File: config.mk
export PLATFORM = sky130hd
export DESIGN_NAME = bit_scan_decoder
export DESIGN_NICKNAME = d
export VERILOG_FILES = /design/src/rtl/bit_scan_pkg.sv /design/src/rtl/bit_scan_next.sv /design/src/rtl/bit_scan_decoder.sv
export SDC_FILE = /design/constraint.sdc
export NUM_CORES = 1
export LEC_CHECK = 0
export CAP_MARGIN = 20
export CORE_ASPECT_RATIO = 1.5
export CORE_MARGIN = 2
export CORE_UTILIZATION = 40
export DETAILED_ROUTE_END_ITERATION = 7
export HOLD_SLACK_MARGIN = 0.08
export PLACE_DENSITY_LB_ADDON = 0.12
export RECOVER_POWER = 50
export SLEW_MARGIN = 30
export SYNTH_ARGS = -nofsm -noshare
export SYNTH_HDL_FRONTEND = slang
export SYNTH_HIERARCHICAL = 1
export SYNTH_SLANG_ARGS = --single-unit
export TNS_END_PERCENT = 20
File: constraint.sdc
create_clock -name CLK -period 4.2 [get_ports CLK]
set_clock_uncertainty 0.1 [all_clocks]
set_input_delay 1.26 -clock CLK [delete_from_list [all_inputs] [get_ports CLK]]
set_output_delay 1.26 -clock CLK [all_outputs]
set_load 0.02 [all_outputs]
File: src/rtl/bit_scan_pkg.sv
// rtl/bit_scan_pkg.sv - shared modes, state encoding and one-hot decode for the bit scanner
package bit_scan_pkg;

  localparam logic [1:0] MODE_ONESHOT = 2'b00;
  localparam logic [1:0] MODE_CONT    = 2'b01;
  localparam logic [1:0] MODE_SKIP    = 2'b10;

  typedef enum logic {
    ST_IDLE = 1'b0,
    ST_SCAN = 1'b1
  } state_t;

  // Widest word the decoder supports; callers truncate to their own WIDTH.
  localparam int ONEHOT_MAX_W = 64;

  function automatic logic [ONEHOT_MAX_W-1:0] onehot(input int unsigned pos);
    return ONEHOT_MAX_W'(1) << pos;
  endfunction

endpackage

File: src/rtl/bit_scan_next.sv
// rtl/bit_scan_next.sv - combinational finder for the next set bit in scan direction
module bit_scan_next
  import bit_scan_pkg::*;
#(
  parameter  int WIDTH = 8,
  localparam int IDX_W = $clog2(WIDTH)
) (
  input  logic [WIDTH-1:0] word,
  input  logic [IDX_W-1:0] idx,
  input  logic             dir,
  input  logic             from_start,
  output logic [IDX_W-1:0] nxt,
  output logic             found
);

  // Loop runs away from the scan direction so the nearest qualifying bit wins.
  always_comb begin
    nxt   = dir ? IDX_W'(WIDTH - 1) : '0;
    found = 1'b0;
    if (dir) begin
      for (int i = 0; i < WIDTH; i++) begin
        if (word[i] && (from_start || i < int'(idx))) begin
          nxt   = IDX_W'(i);
          found = 1'b1;
        end
      end
    end else begin
      for (int i = WIDTH - 1; i >= 0; i--) begin
        if (word[i] && (from_start || i > int'(idx))) begin
          nxt   = IDX_W'(i);
          found = 1'b1;
        end
      end
    end
  end

endmodule

File: src/rtl/bit_scan_decoder.sv
// rtl/bit_scan_decoder.sv - bit-serial scanner with one-hot position decode and busy/last status
module bit_scan_decoder
  import bit_scan_pkg::*;
#(
  parameter  int WIDTH = 8,
  localparam int IDX_W = $clog2(WIDTH)
) (
  input  logic             CLK,
  input  logic             RST_N,
  input  logic             START,
  input  logic             STOP,
  input  logic [1:0]       MODE,
  input  logic             DIR,
  input  logic [WIDTH-1:0] D,
  output logic [WIDTH-1:0] O,
  output logic [IDX_W-1:0] IDX,
  output logic             VALID,
  output logic             LAST,
  output logic             BUSY
);

  state_t           state;
  logic [WIDTH-1:0] shadow_d;
  logic [1:0]       mode_r;
  logic             dir_r;

  logic             in_idle;
  logic [WIDTH-1:0] f_word;
  logic             f_dir;
  logic [IDX_W-1:0] f_idx;
  logic             f_found;

  logic [1:0]       n_mode;
  logic [IDX_W-1:0] first_pos;
  logic             wrap;
  logic [WIDTH-1:0] n_word;
  logic [IDX_W-1:0] n_idx;
  logic             more;
  logic             n_last;

  assign in_idle = (state == ST_IDLE);
  assign f_word  = in_idle ? D : shadow_d;
  assign f_dir   = in_idle ? DIR : dir_r;

  // In IDLE the finder looks at the incoming word for the first set bit;
  // in SCAN it looks past the current index in the captured word.
  bit_scan_next #(.WIDTH(WIDTH)) u_next (
    .word       (f_word),
    .idx        (IDX),
    .dir        (f_dir),
    .from_start (in_idle),
    .nxt        (f_idx),
    .found      (f_found)
  );

  always_comb begin
    n_mode    = in_idle ? MODE : mode_r;
    first_pos = f_dir ? IDX_W'(WIDTH - 1) : '0;
    wrap      = !in_idle && (mode_r == MODE_CONT) &&
                (IDX == (dir_r ? '0 : IDX_W'(WIDTH - 1)));
    n_word    = (in_idle || wrap) ? D : shadow_d;

    if (in_idle)
      n_idx = (n_mode == MODE_SKIP && f_found) ? f_idx : first_pos;
    else if (mode_r == MODE_SKIP)
      n_idx = f_found ? f_idx : IDX;
    else
      n_idx = dir_r ? IDX - IDX_W'(1) : IDX + IDX_W'(1);

    more = 1'b0;
    for (int i = 0; i < WIDTH; i++) begin
      if (n_word[i] && (f_dir ? i < int'(n_idx) : i > int'(n_idx)))
        more = 1'b1;
    end

    case (n_mode)
      MODE_CONT: n_last = 1'b0;
      MODE_SKIP: n_last = !more;
      default:   n_last = (n_idx == (f_dir ? '0 : IDX_W'(WIDTH - 1)));
    endcase
  end

  always_ff @(posedge CLK) begin
    if (!RST_N) begin
      state    <= ST_IDLE;
      shadow_d <= '0;
      mode_r   <= MODE_ONESHOT;
      dir_r    <= 1'b0;
      IDX      <= '0;
      O        <= '0;
      VALID    <= 1'b0;
      LAST     <= 1'b0;
      BUSY     <= 1'b0;
    end else if (in_idle) begin
      if (START && !STOP) begin
        state    <= ST_SCAN;
        shadow_d <= D;
        mode_r   <= MODE;
        dir_r    <= DIR;
        IDX      <= n_idx;
        O        <= n_word[n_idx] ? WIDTH'(onehot(32'(n_idx))) : '0;
        VALID    <= n_word[n_idx];
        LAST     <= n_last;
        BUSY     <= 1'b1;
      end
    end else if (STOP || LAST) begin
      state <= ST_IDLE;
      O     <= '0;
      VALID <= 1'b0;
      LAST  <= 1'b0;
      BUSY  <= 1'b0;
    end else begin
      if (wrap)
        shadow_d <= D;
      IDX   <= n_idx;
      O     <= n_word[n_idx] ? WIDTH'(onehot(32'(n_idx))) : '0;
      VALID <= n_word[n_idx];
      LAST  <= n_last;
    end
  end

endmodule

==> metrics <==
status=finished, final reports clean; fmax=0.2402 GHz; layout overhead on the synthesized area=36.90%; fraction of final layout cells sized beyond drive strength 1=28.27%; wire length of the first global-routing pass=10,430 um; summed instance area of the synthesized netlist=0.002231 sq mm; nets@finish=~360; max-capacitance violation count=0; worst-case register-to-register setup slack=around 0.73 ns; Slew Limit Fails=0; I/O pins=29; final worst path period share=99.13%; Avg WL per Cell=15.93 um; Hold Fails Final Rpt=0; total clock buffers created by CTS=3; fraction of the yosys area taken by sequential cells=between 20% and 30%; diode insertion count for antenna repair=0; maximum fanout along the worst path=3; data arrival time at the worst-slack endpoint=about 4.3 ns; count of warnings emitted by yosys=6; core area=0.005409 sq mm; slew of the pin with the lowest slew margin=0.8535 ns; number of distinct standard cells referenced by the synthesized netlist=65; H-tree levels=1; IR Drop Worst-Case VDD=0.1254 mV; clock latency on the worst-skew pair=0.28 ns; area enclosed by the die boundary=0.006203 sq mm; register cell area after layout=between 500 and 600 sq um; Req. time, crit path=4.31 ns; setup violation total in the final timing report=0; type of the most critical hold path=reg2reg; overall track demand over capacity in global routing=between 20% and 30%; clock period minus worst slack=4.163 ns; number of instances on the worst hold path=2; clock transition at the register clock pins on the worst setup and hold paths after CTS=0.09 ns; post-route DRC violation count=0; total wire length=6466 um; synthesized area per cell=8.172 sq um; met2 global-route usage=roughly two fifths; clk buf depth=2; number of global-route vias before repair=2,132; Reg-to-Reg Start=state; depth of the worst register-to-register path=16; antenna violations before repair=0; top area cells in the synthesized netlist=dfxtp_1 (23%), mux2i_1 (11%), nor2b_1 (5.6%); proportion of register bits with asynchronous set or reset after synthesis=0%; Final Cell Area=0.003054 sq mm; CTS tree=yes; area used by multi-input combinational logic=roughly 0.0017 sq mm; dominant synthesized flop cell=dfxtp_1; router iterations before antenna repair=4; post-route worst hold slack=between 0.3 and 0.4 ns; busiest layer in global routing=met2; Synth Net Count=291; HPWL after detailed placement=4929 um; Lkg Pwr=1.268 nW; Iter 0 DRT Violations=118; met3 track demand over resource in global routing=1.417%; EDFF count, synth=0; aggregate global routing overflow=0; crit end category=flop; commonest non-fill, non-tap cell in the layout=buf_4; endpoint with the worst hold slack=O[1]; share of the synthesized area in the top cell type=between 20% and 30%; number of cells produced by synthesis=273; most frequent cells in the layout=buf_4 (47), dfxtp_1 (26), mux2i_1 (25); dpl cell area=approximately 0.0028 sq mm; antenna-violating nets left=0; Power Density=267.0 mW/mm^2; buffer cell driving the clock tree root=clkbuf_8; number of fill cells in the layout=~520; via count normalized by instance count=5.594; Yosys reg bits=26; cell type with the largest total area after synthesis=dfxtp_1; # rows=33; Worst Setup Start Kind=input port; Num Clock Sinks=26; category of the most critical setup path=in2reg; start point of the critical path=D[0]; pin count of the biggest net entering global routing=24; initial standard-cell utilization of the core=41.24%; die span in x=around 65 um; origin of the worst min-delay path=O[1]; overall via count from detail_route=2,271; routability cong.=0.9071; Port-buffer cells=28; height of the die=between 90 and 100 um; global routing met1 resource utilization=around a quarter; Worst slew margin=43.02%; setup repair after global routing missed its margin=yes; capture instance of the worst register-to-register path=LAST
[layout make-up]
class	instances	area share, %
sequential	26	17.04
clock buffer	3	1.352
inverter	8	0.9832
multi-input combinational	222	55.63
clock inverter	1	0.9832
timing repair buffer	76	21.14
tap	70	2.868
[per-layer routing]
| layer | share of wire (%) | up-vias |
|---|---|---|
| met5 | 0 | - |
| met4 | 2.6 | 0 |
| met3 | 1.9 | 15 |
| met2 | 53 | 48 |
| met1 | 43 | 1072 |
| li1 | - | 1136 |
[critical path, cell delays in order]
cell and delay (ns):
clkdlybuf4s50_1 0.43, mux2_2 0.34, a21oi_4 0.17, nand3_4 0.09
nor3_2 0.22, buf_4 0.15, o21ai_0 0.07, a21oi_1 0.20
mux2i_1 0.10, mux2_4 0.29, a21oi_4 0.20, nand2_4 0.08
o311a_1 0.14, o31ai_2 0.22, nand4_1 0.16, o21ai_1 0.15
[what timing repair did]
action / CTS / global route
hold buffers: 0 / 0
buffers inserted: 3 / 0
pin swaps: 6 / 5
endpoints found under the setup margin: 4 / 5
gates resized for setup: 12 / 19
[sequential cells by signal, indices dropped and copies added, names as in the netlist]
name	count
VALID	1
BUSY	1
O	8
LAST	1
IDX	3
mode_r	2
dir_r	1
shadow_d	8
state	1
[through the flow]
stage           TNS, ns  total power, mW  instances  utilization [%]  worst slack, ns
2_1_floorplan         0           0.4605        273                -           0.1494
3_3_place_gp     -1.559           0.5766        399            52.63          -0.3222
3_5_place_dp     -1.871           0.5784        399            52.63          -0.3442
4_1_cts               0           0.8060        406            55.31        0.0009028
5_1_grt        -0.04098           0.8585        406            56.47         -0.04098
6_report              0           0.8155        406            56.47          0.03659
[cells in the mapped netlist (2+ instances only)]
master / count
nand2b_1: 5
nor2b_1: 20
mux2i_1: 25
a31oi_1: 4
o21a_1: 2
a21o_1: 2
nor3b_1: 2
and3_1: 2
a21boi_0: 2
a32o_1: 2
buf_6: 2
o22ai_1: 2
mux2_2: 11
a211oi_1: 4
mux4_2: 2
o21ai_0: 17
nor2_1: 25
o21ai_1: 3
inv_1: 8
o32ai_1: 2
clkbuf_1: 5
a31o_2: 3
a32oi_1: 3
nand3_1: 5
nor3_1: 3
nand2_1: 21
dfxtp_1: 26
and2_1: 3
nor3_2: 2
a21oi_1: 16
ha_1: 2
buf_2: 9
[where the power goes]
group	switching [mW]	internal, mW
Clock	0.0898	0.128
Combinational	0.160	0.160
Sequential	0.0195	0.258
[worst max path at each step]
stage	cells past startpoint	to	slack (ns)
6_report	16	LAST	0.04
5_1_grt	16	LAST	-0.04
4_1_cts	15	O[3]	0.0009
3_5_place_dp	16	LAST	-0.34
3_3_place_gp	17	LAST	-0.32
2_1_floorplan	14	VALID	0.15
[cell families after synthesis]
| logic type | after synthesis | share of synthesized area, % |
|---|---|---|
| AO/OA/AOI/OAI | 79 | 24.40 |
| XOR/XNOR | 1 | 1.009 |
| adder cells (fa/ha/maj) | 3 | 2.019 |
| buffers and inverters | 25 | 5.384 |
| flip-flops | 26 | 23.33 |
| multiplexers | 39 | 19.46 |
| AND/OR/NAND/NOR | 100 | 24.40 |
(Power assumes the default switching activity.)
